## config.mk

```make
export PLATFORM = sky130hd
export DESIGN_NAME = br_gshare_pht
export DESIGN_NICKNAME = d
export VERILOG_FILES = /design/src/rtl/br_pkg.sv /design/src/rtl/br_ghr.sv /design/src/rtl/br_gshare_pht.sv
export SDC_FILE = /design/constraint.sdc
export NUM_CORES = 1
export LEC_CHECK = 0
export BUFFER_PORTS_ARGS = -buffer_cell sky130_fd_sc_hd__buf_4
export CELL_PAD_IN_SITES_DETAIL_PLACEMENT = 1
export CELL_PAD_IN_SITES_GLOBAL_PLACEMENT = 1
export CORE_AREA = 10 10 187 171
export CTS_CLUSTER_SIZE = 30
export DETAILED_ROUTE_END_ITERATION = 16
export DIE_AREA = 0 0 197 181
export GPL_ROUTABILITY_DRIVEN = 0
export PLACE_DENSITY = 0.57
export RECOVER_POWER = 25
export SLEW_MARGIN = 25
export SYNTH_ARGS = -nofsm -noshare
export SYNTH_HDL_FRONTEND = slang
export SYNTH_SLANG_ARGS = --single-unit
```

## constraint.sdc

```tcl
create_clock -name clk -period 3.2 [get_ports clk]
set_clock_uncertainty 0.15 [all_clocks]
set_input_delay 0.32 -clock clk [delete_from_list [all_inputs] [get_ports clk]]
set_output_delay 0.32 -clock clk [all_outputs]
set_load 0.02 [all_outputs]
```

## src/rtl/br_pkg.sv

```systemverilog
// Shared branch-predictor types: the 2-bit saturating counter encoding and its
// next-state function, reused by every predictor table in the fetch unit.
package br_pkg;

   typedef logic [1:0] ctr2_t;

   localparam ctr2_t CTR_SNT = 2'b00;
   localparam ctr2_t CTR_WNT = 2'b01;
   localparam ctr2_t CTR_WT  = 2'b10;
   localparam ctr2_t CTR_ST  = 2'b11;

   // Saturating step: taken moves toward CTR_ST, not-taken toward CTR_SNT.
   function automatic ctr2_t ctr_next(input ctr2_t ctr, input logic taken);
      ctr2_t nxt;
      nxt = ctr;
      if (taken) begin
         if (ctr != CTR_ST) nxt = ctr + 2'd1;
      end else begin
         if (ctr != CTR_SNT) nxt = ctr - 2'd1;
      end
      return nxt;
   endfunction

endpackage

```

## src/rtl/br_ghr.sv

```systemverilog
// Global history register. It shifts in each resolved outcome, so the history
// is non-speculative and moves only when execute reports a branch.
module br_ghr #(
   parameter int HIST_W = 4
) (
   input  logic              clk,
   input  logic              rst_n,
   input  logic              i_upd_vld,
   input  logic              i_upd_taken,
   output logic [HIST_W-1:0] o_ghr
);

   logic [HIST_W-1:0] r_ghr;

   generate
      if (HIST_W == 1) begin : g_single
         // A one-bit history just remembers the most recent outcome.
         always_ff @(posedge clk or negedge rst_n) begin
            if (!rst_n) r_ghr <= '0;
            else if (i_upd_vld) r_ghr <= i_upd_taken;
         end
      end else begin : g_shift
         // Newest outcome enters at bit 0; the oldest falls off the top.
         always_ff @(posedge clk or negedge rst_n) begin
            if (!rst_n) r_ghr <= '0;
            else if (i_upd_vld) r_ghr <= {r_ghr[HIST_W-2:0], i_upd_taken};
         end
      end
   endgenerate

   assign o_ghr = r_ghr;

endmodule

```

## src/rtl/br_gshare_pht.sv

```systemverilog
// Gshare pattern-history table. Fetch indexes the table with PC XOR global
// history and gets a registered direction one cycle later; execute returns the
// index with the resolved outcome to train the counter and the history.
module br_gshare_pht
   import br_pkg::*;
#(
   parameter int PC_W   = 16,
   parameter int IDX_W  = 6,
   parameter int HIST_W = 4,
   parameter int MISS_W = 8
) (
   input  logic              clk,
   input  logic              rst_n,
   input  logic              lookup_vld,
   input  logic [PC_W-1:0]   lookup_pc,
   output logic              pred_vld,
   output logic              pred_take,
   output logic [IDX_W-1:0]  pred_idx,
   input  logic              upd_vld,
   input  logic [IDX_W-1:0]  upd_idx,
   input  logic              upd_taken,
   input  logic              upd_pred,
   output logic              mispredict,
   output logic [HIST_W-1:0] ghr,
   output logic [MISS_W-1:0] miss_cnt
);

   localparam int ENTRIES = 1 << IDX_W;

   logic [HIST_W-1:0] w_ghr;
   logic [IDX_W-1:0]  w_idx;
   ctr2_t             w_ctrNext [ENTRIES];
   ctr2_t             w_lookCtr;
   logic              w_missEvent;
   logic              w_unusedPc;

   ctr2_t             r_ctr [ENTRIES];
   logic              r_predVld;
   logic              r_predTake;
   logic [IDX_W-1:0]  r_predIdx;
   logic              r_mispredict;
   logic [MISS_W-1:0] r_missCnt;

   br_ghr #(.HIST_W(HIST_W)) u_ghr (
      .clk         (clk),
      .rst_n       (rst_n),
      .i_upd_vld   (upd_vld),
      .i_upd_taken (upd_taken),
      .o_ghr       (w_ghr)
   );

   // Instructions are word aligned, so the low PC bits carry no information;
   // upper bits beyond the index are simply not part of the hash.
   assign w_unusedPc = ^{lookup_pc[PC_W-1:IDX_W+2], lookup_pc[1:0]};

   // Lookup hashes with the history as it stands before any same-cycle update.
   assign w_idx = lookup_pc[IDX_W+1:2] ^ IDX_W'(w_ghr);

   // Per-entry next value: only the entry named by the update moves.
   generate
      for (genvar g = 0; g < ENTRIES; g++) begin : g_entry
         assign w_ctrNext[g] = (upd_vld && (upd_idx == IDX_W'(g)))
                               ? ctr_next(r_ctr[g], upd_taken)
                               : r_ctr[g];
      end
   endgenerate

   // Reading the next-state array gives write-through bypass for free.
   assign w_lookCtr   = w_ctrNext[w_idx];
   assign w_missEvent = upd_vld & (upd_taken ^ upd_pred);

   // Counter table; every entry starts strongly taken.
   always_ff @(posedge clk or negedge rst_n) begin
      if (!rst_n) begin
         for (int i = 0; i < ENTRIES; i++) r_ctr[i] <= CTR_ST;
      end else begin
         for (int i = 0; i < ENTRIES; i++) r_ctr[i] <= w_ctrNext[i];
      end
   end

   // Registered prediction; direction and index hold between lookups.
   always_ff @(posedge clk or negedge rst_n) begin
      if (!rst_n) begin
         r_predVld  <= 1'b0;
         r_predTake <= 1'b0;
         r_predIdx  <= '0;
      end else begin
         r_predVld <= lookup_vld;
         if (lookup_vld) begin
            r_predTake <= w_lookCtr[1];
            r_predIdx  <= w_idx;
         end
      end
   end

   // Mispredict pulse and saturating statistics counter.
   always_ff @(posedge clk or negedge rst_n) begin
      if (!rst_n) begin
         r_mispredict <= 1'b0;
         r_missCnt    <= '0;
      end else begin
         r_mispredict <= w_missEvent;
         if (w_missEvent && (r_missCnt != '1)) r_missCnt <= r_missCnt + 1'b1;
      end
   end

   assign pred_vld   = r_predVld;
   assign pred_take  = r_predTake;
   assign pred_idx   = r_predIdx;
   assign mispredict = r_mispredict;
   assign ghr        = w_ghr;
   assign miss_cnt   = r_missCnt;

endmodule

```

==> flow_summary.json <==
{
  "syn-cell-area_um2": 8870,
  "core_area_um2": 27900,
  "antenna_found_initial": 0,
  "sw_frac_of_total": 0.315,
  "cts_tree": "yes",
  "drtPass1Iterations": 5,
  "dpl-instance-area_um2": 9770,
  "fin_crit_sh": 0.888,
  "critPathBufInv": 2,
  "grt_max_degree": 60,
  "max_freq_mhz": 352,
  "yosysWarnings": 0,
  "routed_via_density": 5.94,
  "cp_slowest_cell": "clkbuf_2",
  "layout-drive-gt1-share": 0.268,
  "num_vias": 8217,
  "power.density_nw_per_um2": 531,
  "die_h_um": 181,
  "insertion_delay_ns": 0.44,
  "p_leak_nw": 3.55,
  "fin_tns_setup_ns": 0,
  "synth_nets": 1011,
  "report.final.slew_viol_count": 58,
  "io_buffers": 38,
  "clk_pin_slew_ns": 0.07,
  "layout_min_cycle_time_ns": 2.84,
  "area_growth_pct": 16.9,
  "rows": 58,
  "seqPwrFrac": 0.410,
  "num-nets-final": 1038,
  "crit_required_ns": 3.39,
  "drtIter0Drc": 450,
  "cp_top_family": "buffers and inverters",
  "hpwl_um": 20700,
  "overflow": 0,
  "synth_async_sr_flop_share": 1.00,
  "cpMostUsedCell": "a211oi_1",
  "grt_pass1_wl_um": 49500,
  "clockBufferDepth": 2,
  "p_int_w": 0.00377,
  "die_x_um": 197,
  "path_max_fanout": 58,
  "drc_errors": 0,
  "synth_edf_count": 0,
  "synth_ff_type": "dfstp_2",
  "run_status": "finished, violations left",
  "clock_sinks": 149,
  "floorplan.initialDensity": 0.318,
  "cts_root_buffer": "clkbuf_16",
  "slew_headroom": -0.109,
  "clockPowerShare": 0.402,
  "cpPeakStageDelay_ns": 1.03,
  "end_kind": "flip-flop",
  "criticalPathCategory": "in -> reg",
  "synth-seq-area-share": 0.438,
  "cts_htree_levels": 4,
  "max_cap_viol_count": 1,
  "critical_path.startpoint_type": "input pin",
  "routedWlPerCell_um": 22.7,
  "hold_path_class": "in -> reg",
  "dieArea_um2": 35700,
  "crit_arrival_ns": 3.03,
  "wirelength_um": 31500,
  "netlist_instances": 982,
  "setup_violations": 0,
  "p_comb_frac": 0.188,
  "design_area_um2": 10400,
  "syn_area_per_cell_um2": 9.03,
  "crit_chain": "clkbuf_1, clkbuf_2, o22ai_1, mux4_2, a211oi_1, a211oi_1, o311ai_1",
  "ys_ff_latch": 149,
  "post-cts-setup-buffers": 0,
  "ios": 49,
  "rsz0062_at_grt": "false",
  "vdd_ir_drop_max_mv": 0.400,
  "synth.distinct_cells": 72,
  "cts_made_buffers": 17,
  "violations": "capacitance limit, slew limit",
  "tightest_slew_ns": 1.66,
  "ant_nets": 0,
  "p_sw_w": 0.00174,
  "track_usage": 0.176,
  "hold_viol": 0,
  "grt_pass1_vias": 8198
}
[area by class of cell]
| class | instances | area, µm² |
|---|---|---|
| diodes | 1 | 2.50 |
| clock buffers | 20 | 467 |
| clock inverters | 12 | 166 |
| fillers | 3227 | 17500 |
| inverters | 18 | 68.8 |
| multi-input cells | 732 | 4560 |
| flip-flops and latches | 149 | 3890 |
| well taps | 360 | 450 |
| repair buffers | 91 | 768 |
[worst register-to-register path: cells and delay by family, from the launching register on]
kind            cells  cell delay, ns
compound gates      5            1.17
xor+xnor            1            0.67
buf+inv             1            0.19
flops               1            0.48
[per-layer routing]
layer | routed length [µm] | track usage | part of all wire
met1 | 15700 | 0.252 | 0.50
met2 | 14400 | 0.272 | 0.46
met3 | 1120 | 0.0277 | 0.036
met4 | 269 | 0.0384 | 0.0086
met5 | 0 | 0 | 0
[power by group through the flow]
stage / logic (W) / registers, W / clock network, W
2_1_floorplan: 0.000487 / 0.00231 / 0
3_3_place_gp: 0.00105 / 0.00228 / 0
3_5_place_dp: 0.00106 / 0.00228 / 0
4_1_cts: 0.00106 / 0.00226 / 0.00227
5_1_grt: 0.00113 / 0.00229 / 0.00235
6_report: 0.00104 / 0.00226 / 0.00221
[final timing paths]
path	from	end	slack, ns	cells past startpoint
worst min-delay path	lookup_pc[7]	pred_idx[5]	0.03	2
max in group asynchronous	rst_n	r_ctr[77]	0.96	3
min in group asynchronous	rst_n	pred_take	0.73	2
worst min register to register	miss_cnt[6]	miss_cnt[6]	0.35	1
worst max register to register	u_ghr.o_ghr[0]	pred_take	0.41	7
worst max-delay path	upd_taken	pred_take	0.36	7
[cells by family after synthesis]
group                      after synthesis  share of synthesized area
DFF                                    149                      0.438
buffers and inverters                  101                     0.0480
muxes                                    8                     0.0114
xor gates and xnor gates                16                     0.0158
adders and majority gates                1                    0.00141
and+or+nand+nor                        292                      0.178
AOI/OAI and AO/OA                      415                      0.307
[cell usage after synthesis, drive strengths merged (4+ instances only)]
cell type    n  area [µm²]
dfstp      128        3360
a21oi       97         485
nor2        77         289
o21ai       72         360
nand2       59         221
o31ai       50         385
clkbuf      49         184
a211oi      48         360
a31oi       47         294
nand3       37         185
buf         34         174
nor3        32         165
dfrtp       21         526
o211ai      19         143
inv         18        67.6
a41oi       15         131
and2        13        81.3
nand4       11        68.8
a221oi       9        85.1
xnor2        9        78.8
and3         8        50.1
o22ai        8        50.1
or3          8        50.1
mux2         7        78.8
o31a         7        61.3
xor2         7        61.3
a21boi       6        45.0
nand4bb      6        67.6
a2111oi      5        43.8
and4b        4        40.0
and4bb       4        50.1
nand4b       4        35.0
nor4b        4        68.8
or4b         4        40.0
[placed cells by master (no fill, tap or decap), types with 21 or more instances in the layout]
cell type,count
o21ai_0,72
a31oi_1,47
a21oi_1,97
o31ai_1,48
nand2_1,59
a211oi_1,48
nand3_1,37
dfrtp_1,21
dfstp_2,128
nor3_1,31
buf_4,75
nor2_1,77
[metrics by stage]
stage | util | total power (W) | instances | hold WS (ns) | setup slack, ns
global placement | 0.351 | 0.00332 | 1348 | 0.230 | 0.302
CTS | 0.374 | 0.00559 | 1382 | 0.00868 | 0.339
global route | 0.372 | 0.00578 | 1382 | 0.0175 | 0.186
detailed placement | 0.351 | 0.00334 | 1348 | 0.222 | 0.247
floorplan | - | 0.00280 | 982 | -0.126 | 0.712
finish | 0.372 | 0.00551 | 1383 | 0.0270 | 0.357
[what timing repair did]
item	CTS	global route
hold endpoints to repair	8	0
hold buffers	2	0
gates resized for setup	0	0
(Power assumes the default switching activity.)
